[src/rtl/spi_slave_rx.sv]
// SPI receive-only slave: synchronizes sclk/cs/mosi into the clk domain,
// assembles one LSB-first byte per cs-low frame and queues complete bytes
// in a small first-word-fall-through FIFO.
module spi_slave_rx #(
  parameter int FIFO_DEPTH  = 4,
  parameter int SYNC_STAGES = 2
) (
  input  logic                          clk,
  input  logic                          rst,
  input  logic                          sclk,
  input  logic                          cs,
  input  logic                          mosi,
  output logic [7:0]                    dout,
  output logic                          dvalid,
  input  logic                          dready,
  output logic [$clog2(FIFO_DEPTH):0]   fifo_count,
  output logic                          busy,
  output logic                          overflow,
  output logic                          frame_err
);

  localparam int AW = $clog2(FIFO_DEPTH);
  localparam int CW = AW + 1;
  localparam logic [CW-1:0] FULL_CNT = CW'(FIFO_DEPTH);

  typedef enum logic [1:0] {IDLE, LEADIN, SHIFT, DONE} state_t;

  state_t                 state_q, state_d;
  logic [SYNC_STAGES-1:0] sclk_sync_q, sclk_sync_d;
  logic [SYNC_STAGES-1:0] cs_sync_q, cs_sync_d;
  logic [SYNC_STAGES-1:0] mosi_sync_q, mosi_sync_d;
  logic                   sclk_prev_q, sclk_prev_d;
  logic                   cs_prev_q, cs_prev_d;
  logic [3:0]             bitcnt_q, bitcnt_d;
  logic [7:0]             shreg_q, shreg_d;
  logic                   overlen_q, overlen_d;
  logic [7:0]             mem_q [FIFO_DEPTH];
  logic [AW-1:0]          wr_ptr_q, wr_ptr_d;
  logic [AW-1:0]          rd_ptr_q, rd_ptr_d;
  logic [CW-1:0]          count_q, count_d;
  logic                   overflow_q, overflow_d;
  logic                   frame_err_q, frame_err_d;

  logic sclk_s, cs_s, mosi_s;
  logic sclk_fall, cs_fall, cs_rise;
  logic push_req, ferr_evt;
  logic pop, full, push_ok, ovf_evt;

  // Synchronizer chains plus one extra sample of sclk/cs for edge detection.
  always_comb begin
    sclk_sync_d = {sclk_sync_q[SYNC_STAGES-2:0], sclk};
    cs_sync_d   = {cs_sync_q[SYNC_STAGES-2:0], cs};
    mosi_sync_d = {mosi_sync_q[SYNC_STAGES-2:0], mosi};
    sclk_s      = sclk_sync_q[SYNC_STAGES-1];
    cs_s        = cs_sync_q[SYNC_STAGES-1];
    mosi_s      = mosi_sync_q[SYNC_STAGES-1];
    sclk_prev_d = sclk_s;
    cs_prev_d   = cs_s;
    sclk_fall   = sclk_prev_q & ~sclk_s;
    cs_fall     = cs_prev_q & ~cs_s;
    cs_rise     = ~cs_prev_q & cs_s;
  end

  // Synchronizer registers; reset to idle bus levels so reset itself creates no edge.
  always_ff @(posedge clk) begin
    if (rst) begin
      sclk_sync_q <= '0;
      cs_sync_q   <= '1;
      mosi_sync_q <= '0;
      sclk_prev_q <= 1'b0;
      cs_prev_q   <= 1'b1;
    end else begin
      sclk_sync_q <= sclk_sync_d;
      cs_sync_q   <= cs_sync_d;
      mosi_sync_q <= mosi_sync_d;
      sclk_prev_q <= sclk_prev_d;
      cs_prev_q   <= cs_prev_d;
    end
  end

  // Frame FSM: cs edges dominate; sclk falling edges only count while cs is low.
  always_comb begin
    state_d   = state_q;
    bitcnt_d  = bitcnt_q;
    shreg_d   = shreg_q;
    overlen_d = overlen_q;
    push_req  = 1'b0;
    ferr_evt  = 1'b0;
    if (cs_fall) begin
      // A fall while already busy is a cs glitch: restart silently.
      state_d   = LEADIN;
      bitcnt_d  = 4'd0;
      shreg_d   = 8'h00;
      overlen_d = 1'b0;
    end else if (cs_rise) begin
      if (state_q != IDLE) begin
        state_d = IDLE;
        if (state_q == DONE && !overlen_q) push_req = 1'b1;
        else                               ferr_evt = 1'b1;
      end
    end else if (sclk_fall && !cs_s) begin
      case (state_q)
        LEADIN: state_d = SHIFT;
        SHIFT: begin
          shreg_d[bitcnt_q[2:0]] = mosi_s;
          bitcnt_d = bitcnt_q + 4'd1;
          if (bitcnt_q == 4'd7) state_d = DONE;
        end
        DONE:    overlen_d = 1'b1;
        default: state_d = state_q;
      endcase
    end
  end

  // FSM state register.
  always_ff @(posedge clk) begin
    if (rst) state_q <= IDLE;
    else     state_q <= state_d;
  end

  // Bit counter, shift register and over-length flag.
  always_ff @(posedge clk) begin
    if (rst) begin
      bitcnt_q  <= 4'd0;
      shreg_q   <= 8'h00;
      overlen_q <= 1'b0;
    end else begin
      bitcnt_q  <= bitcnt_d;
      shreg_q   <= shreg_d;
      overlen_q <= overlen_d;
    end
  end

  // FIFO control: a pop frees the slot, so push-while-full succeeds with a pop.
  always_comb begin
    pop         = (count_q != '0) && dready;
    full        = (count_q == FULL_CNT);
    push_ok     = push_req && (!full || pop);
    ovf_evt     = push_req && full && !pop;
    wr_ptr_d    = wr_ptr_q;
    rd_ptr_d    = rd_ptr_q;
    count_d     = count_q;
    overflow_d  = ovf_evt;
    frame_err_d = ferr_evt;
    if (push_ok) wr_ptr_d = wr_ptr_q + AW'(1);
    if (pop)     rd_ptr_d = rd_ptr_q + AW'(1);
    if (push_ok && !pop)      count_d = count_q + CW'(1);
    else if (!push_ok && pop) count_d = count_q - CW'(1);
  end

  // FIFO pointers, occupancy and event pulses.
  always_ff @(posedge clk) begin
    if (rst) begin
      wr_ptr_q    <= '0;
      rd_ptr_q    <= '0;
      count_q     <= '0;
      overflow_q  <= 1'b0;
      frame_err_q <= 1'b0;
    end else begin
      wr_ptr_q    <= wr_ptr_d;
      rd_ptr_q    <= rd_ptr_d;
      count_q     <= count_d;
      overflow_q  <= overflow_d;
      frame_err_q <= frame_err_d;
    end
  end

  // FIFO storage; contents are don't-care while empty, so no reset.
  always_ff @(posedge clk) begin
    if (!rst && push_ok) mem_q[wr_ptr_q] <= shreg_q;
  end

  assign dvalid     = (count_q != '0);
  assign dout       = dvalid ? mem_q[rd_ptr_q] : 8'h00;
  assign fifo_count = count_q;
  assign busy       = (state_q != IDLE);
  assign overflow   = overflow_q;
  assign frame_err  = frame_err_q;

endmodule

[config.mk]
export PLATFORM = sky130hd
export DESIGN_NAME = spi_slave_rx
export DESIGN_NICKNAME = d
export VERILOG_FILES = /design/src/rtl/spi_slave_rx.sv
export SDC_FILE = /design/constraint.sdc
export NUM_CORES = 1
export LEC_CHECK = 0
export ABC_AREA = 1
export BUFFER_PORTS_ARGS = -buffer_cell sky130_fd_sc_hd__buf_4
export CAP_MARGIN = 20
export CORE_MARGIN = 2
export CORE_UTILIZATION = 55
export DETAILED_ROUTE_END_ITERATION = 10
export PLACE_DENSITY_LB_ADDON = 0.1
export SYNTH_ARGS = -nofsm -noshare
export SYNTH_HDL_FRONTEND = slang
export SYNTH_SLANG_ARGS = --single-unit
export TNS_END_PERCENT = 1
[constraint.sdc]
create_clock -name clk -period 2.4 [get_ports clk]
set_clock_uncertainty 0.05 [all_clocks]
set_input_delay 0.24 -clock clk [delete_from_list [all_inputs] [get_ports clk]]
set_output_delay 0.24 -clock clk [all_outputs]
set_load 0.005 [all_outputs]
==> results.cfg <==
[outcome]
status = finished clean

[finish]
syn2layout_area_growth_pct = 14.4
drive_above_1_share_pct = 20.5
multi_input_area_um2 = 1020
fillers = 424
fin_nets = 347
regArea_um2 = 1640
diodes = 0

[sta]
slew_headroom_pct = 72.9
setup_viol = 0
max_slew.worst_pin.slew_ns = 0.406
hold_viol_final = 0
finalCriticalPeriod_ns = 2.18
tns_ns = 0
rsz0062_at_grt = no
fmax_mhz = 459
period_share_pct = 90.7
drv_slew = 0

[cts]
ctsHtreeMaxLevel = 3
cts.sinks = 66
clk_latency_ns = 0.34
clk_pin_slew_worst_paths_ns = 0.06
cts_max_path_buffers = 2
root_buffer = clkbuf_8
cts_made_buffers = 9
post_cts_buffers = 0
cts_tree = done

[global_routing]
grt_max_degree = 18
grt_pass1_vias = 1770
overflow = 0
grt_pass1_wl_mm = 7.71
antenna_found_initial = 0
grt_usage_pct = 18.6

[floorplanning]
die_x_um = 75.8
floorplan.die_area_um2 = 5750
chipHeight_um = 75.8
num_io_pins = 21
core_area_um2 = 5040
std_cell_rows = 26
start_util_pct = 56.3

[setup_path]
cp.arrival_ns = 2.35
r2r_end = fifo_count[2]$_SDFFE_PP0P_
crit_slowest_cell = fa_1
cp.buffers_inverters = 4
r2r_slack_ns = 0.22
worst_path_most_repeated_cell = inv_2
crit_chain = inv_2 -> ha_1 -> inv_2 -> nand3_1 -> inv_2 -> ha_1 -> inv_1 -> fa_1 -> a21oi_1 -> o21ai_1 -> o21ai_1 -> a21oi_1
critPathCaptureType = flop
required_ns = 2.57
start_kind = flop
r2r_cells = 12
critPathMaxStageDelay_ns = 0.38
reg2reg_from = cs_sync_q[1]$_SDFF_PP1_
path_class = flop to flop
crit_fanout = 4
path_delay_family = adder cells

[power]
combPwrFrac_pct = 22.6
switchingPower_mw = 0.749
switching_share_pct = 28.1
p_leak_nw = 1.28
power_frac_seq_pct = 47.4
clkPwrFrac_pct = 30.0
ir_drop_mv = 0.460
power_mw = 2.67
internal_power_mw = 1.92
power_density_nw_per_um2 = 823

[min_path]
min_to = cs_sync_q[0]$_SDFF_PP1_
hp-start = cs
whs_path_depth = 2
hp-class = primary input to flop

[synthesis]
synth_top_area_share_pct = 33.9
synth_edf_count = 32
synth_seq_area_share_pct = 57.9
syn_nets = 317
syn_inst = 302
synth_area_per_cell_um2 = 9.39
async_flop_share_pct = 0
ys_types = 26
yosysMostFrequentCell = nor2_1
synth_top_cell_by_area = edfxtp_1
syn_area_um2 = 2840
synth.top_cells.by_area = edfxtp_1 34%, dfxtp_1 24%, nor2_1 9.0%, nand2_1 5.4%, ha_1 3.5%
ys_top_cells_by_count = 68 x nor2_1, 41 x nand2_1, 34 x dfxtp_1
yosysWarnings = 0
synthFlopType = dfxtp_1
yosys_register_bits = 66

[route]
routed_wl_mm = 4.75
drt_iter0_markers = 122
first_pass_iters = 4
wl_per_cell_um = 11.7
remaining_drc_errors = 0
ant_nets = 0
viasPerCell = 4.87
num_vias = 1983

[placement]
io_buffers = 20
dpl.hpwl_mm = 3.38
place.gp.congestion = 0.846

[flow_run]
cap_violations = 0
-- area by class of cell --
| cell class | count | area share [%] |
|---|---|---|
| clock buffers | 16 | 5.24 |
| inverters | 35 | 4.05 |
| multi-input cells | 194 | 31.4 |
| flip-flops and latches | 66 | 50.6 |
| well taps | 70 | 2.70 |
| repair buffers | 26 | 6.02 |
-- metal layers --
layer,GRT usage [%],vias up,wire length (um)
li1,-,1043,-
met1,23.1,893,2250
met2,30.4,37,2230
met3,4.37,10,176
met4,9.75,0,102
met5,0,-,0
-- what timing repair did --
action	in CTS	in global routing
gates resized for setup	0	2
endpoints found under the setup margin	0	1
hold buffers	0	0
-- flip-flops by register name (all words and copies together) (netlist names), named ones only --
signal	count
bitcnt_q	4
cs_prev_q	1
cs_sync_q	2
fifo_count	3
frame_err	1
mem_q	32
mosi_sync_q	2
overflow	1
overlen_q	1
rd_ptr_q	2
sclk_prev_q	1
sclk_sync_q	2
shreg_q	8
state_q	2
wr_ptr_q	2
-- kinds of logic after synthesis --
kind of cell / after synthesis / share of synthesized area, %
xor gates and xnor gates: 2 / 0.618
buffers and inverters: 42 / 6.22
adders and majority gates: 9 / 4.23
DFF: 66 / 57.9
and+or+nand+nor: 134 / 21.4
AOI/OAI and AO/OA: 49 / 9.66
-- worst max-delay path by stage --
stage / startpoint / endpoint / slack, ns / cells past startpoint
floorplan: cs_sync_q[1]$_SDFF_PP1_ / fifo_count[2]$_SDFFE_PP0P_ / 0.36 / 12
global placement: cs_sync_q[1]$_SDFF_PP1_ / fifo_count[2]$_SDFFE_PP0P_ / 0.28 / 12
detailed placement: cs_sync_q[1]$_SDFF_PP1_ / fifo_count[2]$_SDFFE_PP0P_ / 0.20 / 12
CTS: cs_sync_q[1]$_SDFF_PP1_ / fifo_count[2]$_SDFFE_PP0P_ / 0.19 / 12
global route: cs_sync_q[1]$_SDFF_PP1_ / fifo_count[2]$_SDFFE_PP0P_ / 0.003 / 12
finish: cs_sync_q[1]$_SDFF_PP1_ / fifo_count[2]$_SDFFE_PP0P_ / 0.22 / 12
-- power by group through the flow --
stage	Clock [mW]	Combinational [mW]	Sequential [mW]
3_5_place_dp	0	0.605	1.29
4_1_cts	0.825	0.609	1.27
3_3_place_gp	0	0.596	1.29
5_1_grt	0.869	0.696	1.27
2_1_floorplan	0	0.347	1.27
6_report	0.800	0.604	1.27
-- stage by stage --
step	cells	area [um^2]	setup slack, ns	hold slack [ns]	utilization, %
3_3_place_gp	391	3070	0.285	0.340	61.0
5_1_grt	407	3240	0.00277	0.0319	64.3
6_report	407	3240	0.223	0.0367	64.3
3_5_place_dp	391	3070	0.202	0.344	61.0
2_1_floorplan	302	2840	0.365	0.294	-
4_1_cts	407	3240	0.187	0.0263	64.3
-- placed cells by master (no fill, tap or decap) --
master,n
nand2_1,41
nand3_2,8
nor2_4,2
xor2_1,2
edfxtp_1,32
a21oi_2,7
nand3_1,9
nor2_8,1
a21oi_1,18
fa_1,1
o21ai_1,6
buf_4,26
ha_1,8
o21ai_0,17
nor4_1,1
clkbuf_8,11
inv_2,11
or2_2,2
dfxtp_1,34
o21bai_1,1
nor3_1,1
inv_1,24
clkbuf_1,5
nand2_2,1
nor2_1,68
(Power assumes the default switching activity.)
